<file path="src/rtl/uart_rx_brg.sv">
// UART receiver with built-in 16x oversampling baud tick generator.
// Deserialises an idle-high, LSB-first serial line into NB_DATA-bit words with a done pulse.
module uart_rx_brg #(
    parameter int NB_DATA  = 8,
    parameter int SB_TICK  = 16,
    parameter int BAUD_DIV = 163
) (
    input  logic               clock,
    input  logic               reset,
    input  logic               rx,
    output logic [NB_DATA-1:0] dout,
    output logic               rx_done_tick,
    output logic               frame_err
);

    localparam int CW = (BAUD_DIV > 1) ? $clog2(BAUD_DIV) : 1;
    localparam int SW = ($clog2(SB_TICK) > 4) ? $clog2(SB_TICK) : 4;
    localparam int NW = (NB_DATA > 1) ? $clog2(NB_DATA) : 1;

    localparam logic [CW-1:0] CNT_LAST = CW'(BAUD_DIV - 1);
    localparam logic [SW-1:0] S_MID    = SW'(7);
    localparam logic [SW-1:0] S_BIT    = SW'(15);
    localparam logic [SW-1:0] S_STOP   = SW'(SB_TICK - 1);
    localparam logic [NW-1:0] N_LAST   = NW'(NB_DATA - 1);

    typedef enum logic [1:0] {
        IDLE  = 2'd0,
        START = 2'd1,
        DATA  = 2'd2,
        STOP  = 2'd3
    } state_t;

    // Free-running oversample tick; never realigned to the start edge.
    logic [CW-1:0] cnt_reg;
    logic          tick;

    assign tick = (cnt_reg == CNT_LAST);

    always_ff @(posedge clock) begin
        if (reset) begin
            cnt_reg <= '0;
        end else if (tick) begin
            cnt_reg <= '0;
        end else begin
            cnt_reg <= cnt_reg + 1'b1;
        end
    end

    // Two-stage synchroniser, preset to the idle level so reset never looks like a start bit.
    logic rx_meta_reg;
    logic rx_s_reg;

    always_ff @(posedge clock) begin
        if (reset) begin
            rx_meta_reg <= 1'b1;
            rx_s_reg    <= 1'b1;
        end else begin
            rx_meta_reg <= rx;
            rx_s_reg    <= rx_meta_reg;
        end
    end

    state_t             state_reg, state_next;
    logic [SW-1:0]      s_reg, s_next;
    logic [NW-1:0]      n_reg, n_next;
    logic [NB_DATA-1:0] b_reg, b_next;
    logic [NB_DATA-1:0] dout_reg, dout_next;
    logic               done_reg, done_next;
    logic               ferr_reg, ferr_next;
    logic [NB_DATA-1:0] b_shifted;

    // New bit enters at the MSB so the first (LSB) bit ends up in bit 0.
    assign b_shifted[NB_DATA-1] = rx_s_reg;
    generate
        for (genvar gi = 0; gi < NB_DATA - 1; gi++) begin : g_shift
            assign b_shifted[gi] = b_reg[gi+1];
        end
    endgenerate

    always_ff @(posedge clock) begin
        if (reset) begin
            state_reg <= IDLE;
            s_reg     <= '0;
            n_reg     <= '0;
            b_reg     <= '0;
            dout_reg  <= '0;
            done_reg  <= 1'b0;
            ferr_reg  <= 1'b0;
        end else begin
            state_reg <= state_next;
            s_reg     <= s_next;
            n_reg     <= n_next;
            b_reg     <= b_next;
            dout_reg  <= dout_next;
            done_reg  <= done_next;
            ferr_reg  <= ferr_next;
        end
    end

    always_comb begin
        state_next = state_reg;
        s_next     = s_reg;
        n_next     = n_reg;
        b_next     = b_reg;
        dout_next  = dout_reg;
        done_next  = 1'b0;
        ferr_next  = ferr_reg;
        case (state_reg)
            IDLE: begin
                if (!rx_s_reg) begin
                    state_next = START;
                    s_next     = '0;
                end
            end
            START: begin
                if (tick) begin
                    if (s_reg == S_MID) begin
                        // Mid start bit: a line already back high was only a glitch.
                        if (!rx_s_reg) begin
                            state_next = DATA;
                            s_next     = '0;
                            n_next     = '0;
                        end else begin
                            state_next = IDLE;
                        end
                    end else begin
                        s_next = s_reg + 1'b1;
                    end
                end
            end
            DATA: begin
                if (tick) begin
                    if (s_reg == S_BIT) begin
                        s_next = '0;
                        b_next = b_shifted;
                        if (n_reg == N_LAST) begin
                            state_next = STOP;
                        end else begin
                            n_next = n_reg + 1'b1;
                        end
                    end else begin
                        s_next = s_reg + 1'b1;
                    end
                end
            end
            STOP: begin
                if (tick) begin
                    if (s_reg == S_STOP) begin
                        dout_next  = b_reg;
                        done_next  = 1'b1;
                        ferr_next  = ~rx_s_reg;
                        state_next = IDLE;
                    end else begin
                        s_next = s_reg + 1'b1;
                    end
                end
            end
            default: begin
                state_next = IDLE;
            end
        endcase
    end

    assign dout         = dout_reg;
    assign rx_done_tick = done_reg;
    assign frame_err    = ferr_reg;

endmodule
</file>
<file path="config.mk">
export PLATFORM = sky130hd
export DESIGN_NAME = uart_rx_brg
export DESIGN_NICKNAME = d
export VERILOG_FILES = /design/src/rtl/uart_rx_brg.sv
export SDC_FILE = /design/constraint.sdc
export NUM_CORES = 1
export LEC_CHECK = 0
export CAP_MARGIN = 20
export CORE_MARGIN = 2
export CORE_UTILIZATION = 40
export DETAILED_ROUTE_END_ITERATION = 16
export PLACE_DENSITY = 0.59
export SETUP_SLACK_MARGIN = 0.3
export SLEW_MARGIN = 20
export SYNTH_ARGS = -nofsm -noshare
export SYNTH_HDL_FRONTEND = slang
export SYNTH_SLANG_ARGS = --single-unit
</file>
<file path="constraint.sdc">
create_clock -name clock -period 2 [get_ports clock]
set_clock_uncertainty 0.2 [all_clocks]
set_input_delay 0.5 -clock clock [delete_from_list [all_inputs] [get_ports clock]]
set_output_delay 0.5 -clock clock [all_outputs]
set_load 0.05 [all_outputs]
</file>
Yosys cells after proc, flatten, opt, wreduce, memory -nomap -nowiden --
Index checks and enable logic that the tools add are counted.
Word-level totals: register bits 37, input bits 3, word-level logic and storage cells 69
Operators by class: $add $sub $neg 3, equality and inequality tests 18, mux-type cells 26, bitwise logic cells 3, reduce and logical (&&, ||, !) cells 9
Operators by type and width (count):
- $mux W4 | 7
- $ne A2 B2 Y1 const B | 11
- $mux W2 | 9
- $mux W3 | 6
- $pmux W4 S4 | 1
- $add A8 B1 Y8 const B | 1
- $eq A8 B8 Y1 const B | 1
- $pmux W2 S4 | 1
- $reduce_and A8 Y1 | 1
- $reduce_and A7 Y1 | 1
- $pmux W3 S2 | 1
- $reduce_and A3 Y1 | 2
- $add A4 B1 Y4 const B | 1
- $eq A2 B2 Y1 const B | 2
- $eq A4 B3 Y1 const B | 1
- $eq A4 B4 Y1 const B | 1
- $reduce_and A4 Y1 | 1
- $add A3 B1 Y3 const B | 1
- $eq A3 B3 Y1 const B | 1
- $not A1 Y1 | 3
- $reduce_or A3 Y1 | 1
- $eq A2 B1 Y1 const B | 1
- $logic_not A2 Y1 | 1
- $reduce_bool A2 Y1 | 1
- other kinds (2) | 2

Longest topological paths before layout --
Gate-level depths: netlist of run 1.
depth after elaboration 5, mapped depth 7, mapped depth without buffers 6

Worst setup path before layout of run 1 --
OpenSTA, ideal clock, no wires.
path type reg2reg, start reg s_reg[0], end reg n_reg[0], data arrival time 1.747 ns, required time 1.729 ns, slack -0.018 ns, stages on the path, launching flop included 6, path buffers 0, cell sequence dfxtp_1 -> ha_1 -> nand3_2 -> o32a_1 -> or4_1 -> a21oi_1
Between the ends: longest elaborated chain between the ends 3, elaborated cells on any way between the ends 5, classes of those cells eq/ne: 4; reduce/logical: 1
Ends and longest elaborated chain:
- start, declared | line 64 | logic [SW-1:0] s_reg, s_next;
- start signal, assigned | line 91 | s_reg <= s_next;
- $eq A4 B4 Y1 / $eq A4 B3 Y1 (equally long branches) | line 133, 117
- $ne A2 B2 Y1 (no source line)
- $reduce_and A7 Y1 (no source line) *
- end signal, assigned | line 92 | n_reg <= n_next;
- end, declared | line 65 | logic [NW-1:0] n_reg, n_next;
Every way passes the cells marked *; elsewhere a longest branch is shown, timed or not. A chain may end at the register's enable or synchronous reset.

Worst setup path after layout of run 1 --
start reg n_reg[1], end reg n_reg[0]
Between the ends: longest elaborated chain between the ends 3
Ends and longest elaborated chain:
- $eq A3 B3 Y1 | line 136 | if (n_reg == N_LAST) begin
- $ne A2 B2 Y1 (no source line)
- $reduce_and A7 Y1 (no source line)
No other way between the ends.

==> summary.md, run 1 <==
| Metric | Value |
|---|---|
| PortBufs | `12` |
| CP Launch Type | `flip-flop` |
| Clock root buffer | `clkbuf_8` |
| CTS Hold Bufs | `0` |
| MaxCap Viol Count | `0` |
| Post-Layout Cell Count | `275` |
| Worst slew pin tran | `399.3 ps` |
| Area of the multi-input gates | `1027 µm²` |
| DR DRC count | `0` |
| Initial antenna violation count | `0` |
| Maximum vdd drop | `0.0005340 V` |
| Wirelength per Cell | `14.68 µm` |
| Initial Utilization | `41.52%` |
| Via-per-instance ratio | `5.222` |
| Crit. End Element | `flip-flop` |
| Cells after Synth | `176` |
| Global-route wire length before repair | `6154 µm` |
| Largest net degree at the start of global routing | `24` |
| Post-synth top flop | `dfxtp_1` |
| Req. time, crit path | `2020 ps` |
| Worst Hold Class | `flip-flop to flip-flop` |
| Critical path type | `flip-flop to flip-flop` |
| Top-count cell post-synth | `dfxtp_1` |
| Final Hold Vio Count | `0` |
| Die Span X | `68.21 µm` |
| Post-DRT Antenna Nets | `0` |
| Leak Pwr | `0.8710 nW` |
| Yosys reg bits | `37` |
| Synth top area share | `44.92%` |
| Chip height | `68.21 µm` |
| Worst Path Max Fanout | `3` |
| Top cells by area, synth | `dfxtp_1 45%, mux2i_1 9.7%, nor2_1 7.1%, ha_1 3.8%, nand2_1 2.7%` |
| Final wirelength | `4036 µm` |
| Synth cell types | `43` |
| Final setup fails | `0` |
| CTS buffer count | `5` |
| Grt ovf | `0` |
| First DRT Iteration DRCs | `109` |
| Global-route usage over all layers | `18.11%` |
| Syn. warnings | `0` |
| Dpl cells | `248` |
| PwrDens | `631.7 nW/µm²` |
| Critical path arrival | `1930 ps` |
| Final Core Density | `60.40%` |
| Layout cells sized above 1 | `43.11%` |
| Num rows | `23` |
| Cell accounting for the most synthesized area | `dfxtp_1` |
| Post-synth top cells | `37 x dfxtp_1, 31 x nor2_1, 16 x mux2i_1` |
| Sequential share of the synthesized area | `44.92%` |
| I/O Pins | `13` |
| Final nets | `232` |
| Synthesized area | `1649 µm²` |
| Final worst-path cycle share | `95.52%` |
| Relative slew slack | `73.34%` |
| Register area | `757.0 µm²` |
| Fmax | `0.5234 GHz` |
| Clock buffer depth | `2` |
| H-tree depth | `2` |
| Vias in the first global route | `1340` |
| Filler Cells Inserted | `341` |
| Vias | `1436` |
| Full die area | `4653 µm²` |
| EDFF count, synth | `0` |
| Synth Net Count | `184` |
| Worst skew pair latency | `280 ps` |
| DRT Pass-1 Iters | `4` |
| P&R area growth vs syn | `45.45%` |
| Clk pin slew, worst setup/hold paths | `70 ps` |
| Avg Inst Size Synth | `9.370 µm²` |
| Core Box Area | `3971 µm²` |
| Tmin final | `1910 ps` |
| Status | `completed` |
| Antenna cells | `0` |
| Clock sinks | `37` |
| RSZ-0062 raised after global routing | `true` |
| Ys async rst share | `0%` |
| CTS tree | `done` |
| Hpwl dp | `2420 µm` |
| Slew Viols, Final | `0` |
| Placer Congestion | `0.8099` |
[layout make-up]
cell class	instances	share of cell area, %
Clock buffer	7	3.599
Sequential cell	37	31.56
Clock inverter	1	1.252
Inverter	4	0.6260
Tap cell	50	2.608
Multi-Input combinational cell	128	42.83
Timing Repair Buffer	48	17.53
[cells by family (layout without fill, tap and decap cells)]
| logic type | after synthesis | count (layout) | share of synthesized area [%] |
|---|---|---|---|
| AOI/OAI and AO/OA | 27 | 27 | 12.06 |
| DFF | 37 | 37 | 44.92 |
| muxes | 16 | 16 | 9.711 |
| adders and majority gates | 5 | 5 | 3.794 |
| xor gates and xnor gates | 6 | 6 | 3.187 |
| buffers and inverters | 11 | 60 | 3.187 |
| and+or+nand+nor | 74 | 74 | 23.14 |
[stage by stage]
| step | worst slack [ps] | hold slack, ps | total power [mW] | instance area [µm²] | setup TNS [ps] |
|---|---|---|---|---|---|
| 6_report | 89.56 | 211.4 | 1.515 | 2399 | 0 |
| 5_1_grt | 40.23 | 222.4 | 1.578 | 2399 | 0 |
| 4_1_cts | 134.8 | 212.5 | 1.514 | 2282 | 0 |
| 3_5_place_dp | 6.770 | 195.3 | 0.8389 | 1926 | 0 |
| 3_3_place_gp | 67.31 | 199.7 | 0.8365 | 1926 | 0 |
| 2_1_floorplan | -3.986 | 189.5 | 0.8095 | 1653 | -31.51 |
[cell usage in the layout (no fill, tap or decap), types with 2 or more instances in the layout]
master           count
xor2_1               2
nand4_1              3
nor2_1              30
buf_6                8
a211oi_2             2
xnor2_1              4
nor4_4               2
dfxtp_2             10
clkbuf_8             6
clkdlybuf4s50_1      2
nand3_1              4
ha_4                 4
buf_4               36
a21oi_2              2
mux2i_1             16
nand4b_1             2
nand2b_1             4
buf_12               2
dfxtp_1             26
nand2_1             10
o2bb2ai_1            2
a221oi_1             2
or2_2                4
nand3_2              2
inv_1                3
a21oi_1              2
[final timing paths]
| kind | start | end | slack (ps) | depth (start not counted) |
|---|---|---|---|---|
| max | n_reg[1]$_SDFFE_PP0P_ | n_reg[0]$_SDFFE_PP0P_ | 90 | 5 |
| min reg2reg | rx_meta_reg$_SDFF_PP1_ | rx_s_reg$_SDFF_PP1_ | 210 | 1 |
| min | rx_meta_reg$_SDFF_PP1_ | rx_s_reg$_SDFF_PP1_ | 210 | 1 |
| max reg2reg | n_reg[1]$_SDFFE_PP0P_ | n_reg[0]$_SDFFE_PP0P_ | 90 | 5 |
[layer usage]
metal / GRT usage, % / vias to the layer above / share of wire (%)
li1: - / 724 / -
met5: 0 / - / 0
met4: 4.750 / 0 / 1.4
met2: 29.98 / 20 / 50
met1: 22.49 / 684 / 45
met3: 6.086 / 8 / 2.8
[report_power, final]
group	total (mW)	internal (mW)	switching (mW)	leakage, nW
Sequential	0.756	0.745	0.0103	0.304
Clock	0.666	0.406	0.259	0.0585
Combinational	0.0938	0.0468	0.0470	0.508
[worst max-delay path, cell delays in order, from the launching register on]
cell and delay (ps):
dfxtp_2 350, ha_4 160, ha_4 160, o32a_1 320, or4_4 520, a21oi_2 130
[timing repair]
item                                    in CTS  in global routing
buffers inserted                            14                  4
cloned                                       1                  0
endpoints found under the setup margin      24                 35
pin swaps                                   17                 17
gates resized for setup                     37                 19
(Power assumes the default switching activity.)
==> run 2, diff against run 1 <==
CORE_UTILIZATION = 35   (was 40)
PLACE_DENSITY = 0.52   (was 0.59)
==> run 2 against run 1 <==
  * Non-clock buffer count decreased by 5
  * Register-to-register slack hardly changed
  * Critical path depth stayed put
  * Via count decreased by 3.5%
  * First-iteration DRC count fell by 19%
  * Sequential power hardly changed
  * Cell count down 1.1%
==> summary.md, run 2 (synthesis gave the netlist of run 1 again) <==
| Metric | Value |
|---|---|
| Full die area | `5277 µm²` |
| Part of the power in combinational logic | `6.0%` |
| RR Endpoint | `n_reg[0]$_SDFFE_PP0P_` |
| Post-DRT Antenna Nets | `0` |
| Worst Slack Setup Final | `99.78 ps` |
| Final setup fails | `0` |
| I/O Pins | `13` |
| Num rows | `24` |
| Vias | `1386` |
| MaxCap Viol Count | `0` |
| Antenna cells | `0` |
| Slowest CP cell | `or4_4` |
| Critical path cell sequence | `ha_4 -> ha_4 -> o32a_1 -> or4_4 -> a21oi_2` |
| Design area | `2250 µm²` |
| Clk pin slew, worst setup/hold paths | `80 ps` |
| Most common cell after layout, fill and taps aside | `buf_4` |
| Pre-CTS setup slack | `-16.96 ps` |
| Chip height | `72.64 µm` |
| Clock sinks | `37` |
| Sw Ratio | `24.09%` |
| Status | `completed` |
| Critical path type | `flip-flop to flip-flop` |
| Final Hold Vio Count | `0` |
| Sequential Power Share | `56.0%` |
| Die Span X | `72.64 µm` |
| RSZ-0062 raised after global routing | `true` |
| Hpwl dp | `2480 µm` |
| CP dominant cell by count | `ha_4` |
| Family with the most delay on the worst path | `simple AND/OR/NAND/NOR gates` |
| Filler Cells Inserted | `412` |
| Layout cells sized above 1 | `37.73%` |
| Core Box Area | `4444 µm²` |
| Final Core Density | `50.62%` |
| Internal power | `1.025 mW` |
| DR DRC count | `0` |
| Crit path buf inv count | `0` |
| Grt ovf | `0` |
| Post-route setup TNS | `0 ps` |
| CTS tree | `done` |
| Fmax | `0.5263 GHz` |
| Critical Path Source | `n_reg[0]$_SDFFE_PP0P_` |
| Tmin final | `1900 ps` |
| Commonest cells after routing, fill and taps aside | `35 x buf_4, 31 x nor2_1, 27 x dfxtp_1` |
| Req. time, crit path | `2030 ps` |
| Placer Congestion | `0.7493` |
| Dpl cells | `249` |
| CTS buffer count | `5` |
| PwrDens | `600.4 nW/µm²` |
| Crit. End Element | `flip-flop` |
| Worst R2R Start | `n_reg[0]$_SDFFE_PP0P_` |
| Final wirelength | `3785 µm` |
| First DRT Iteration DRCs | `88` |
| Worst skew pair latency | `290 ps` |
| Via-per-instance ratio | `5.096` |
| Final worst-path cycle share | `95.01%` |
| Initial Utilization | `37.11%` |
| P_sw | `0.3254 mW` |
| Min-delay src | `rx_meta_reg$_SDFF_PP1_` |
| Leak Pwr | `0.8172 nW` |
| DRT Pass-1 Iters | `4` |
| WHS Endpoint | `rx_s_reg$_SDFF_PP1_` |
| Global-route usage over all layers | `16.09%` |
| R2R Setup Slk | `100 ps` |
| Clock buffer depth | `2` |
| Slew Viols, Final | `0` |
| Final nets | `227` |
| PortBufs | `12` |
| CP Launch Type | `flip-flop` |
| Post-Layout Cell Count | `272` |
| Worst slew pin tran | `342.3 ps` |
| P&R area growth vs syn | `36.42%` |
| Critical Path Max Stage Delay | `540 ps` |
| CTS Hold Bufs | `0` |
| Vias in the first global route | `1409` |
| Hold depth | `1` |
| Worst Hold Class | `flip-flop to flip-flop` |
| Initial antenna violation count | `0` |
| Clock root buffer | `clkbuf_8` |
| Clock network power share | `38.1%` |
| Wirelength per Cell | `13.92 µm` |
| Relative slew slack | `77.15%` |
| H-tree depth | `2` |
| Pwr Total | `1.351 mW` |
| Global-route wire length before repair | `6644 µm` |
| Worst hold margin | `220.4 ps` |
| Largest net degree at the start of global routing | `22` |
| Reg2reg path depth | `5` |
| Critical path arrival | `1930 ps` |
| Placed Instance Area | `1908 µm²` |
| Maximum vdd drop | `0.0005746 V` |
| Worst Path Max Fanout | `2` |
-- run 2: final cells by class --
cell class	count	area [µm²]	area share (%)
well taps	52	65.06	2.892
clock buffers	5	68.82	3.059
inverters	4	15.01	0.6674
repair buffers	43	359.1	15.96
clock inverters	3	17.52	0.7786
flip-flops and latches	37	753.2	33.48
multi-input cells	128	970.9	43.16
-- run 2: worst max path at each step --
stage / to / slack [ps] / depth (start not counted)
finish: n_reg[0]$_SDFFE_PP0P_ / 100 / 5
detailed placement: n_reg[0]$_SDFFE_PP0P_ / -20 / 5
floorplan: b_reg[7]$_SDFFE_PP0P_ / -4 / 5
global route: dout[0]$_SDFFE_PP0P_ / 50 / 8
global placement: n_reg[0]$_SDFFE_PP0P_ / 60 / 5
CTS: n_reg[0]$_SDFFE_PP0P_ / 120 / 5
-- run 2: per-layer routing --
| metal | wire length [µm] | vias up | track usage [%] |
|---|---|---|---|
| met5 | 0 | - | 0 |
| met4 | 47 | 0 | 4.938 |
| met3 | 104 | 7 | 4.006 |
| met2 | 1853 | 16 | 26.16 |
| met1 | 1779 | 650 | 21.08 |
| li1 | - | 713 | - |
-- run 2: repair_timing --
item | 4_1_cts | 5_1_grt
pin swaps | 20 | 12
endpoints found under the setup margin | 24 | 26
buffers inserted | 11 | 3
cloned | 1 | 0
resized for setup | 32 | 7
-- run 2: power groups by stage --
| stage | registers [mW] | logic (mW) | clock network [mW] |
|---|---|---|---|
| 5_1_grt | 0.757 | 0.0892 | 0.561 |
| 2_1_floorplan | 0.766 | 0.0431 | 0 |
| 3_3_place_gp | 0.770 | 0.0618 | 0 |
| 6_report | 0.756 | 0.0804 | 0.514 |
| 4_1_cts | 0.755 | 0.0788 | 0.524 |
| 3_5_place_dp | 0.771 | 0.0637 | 0 |
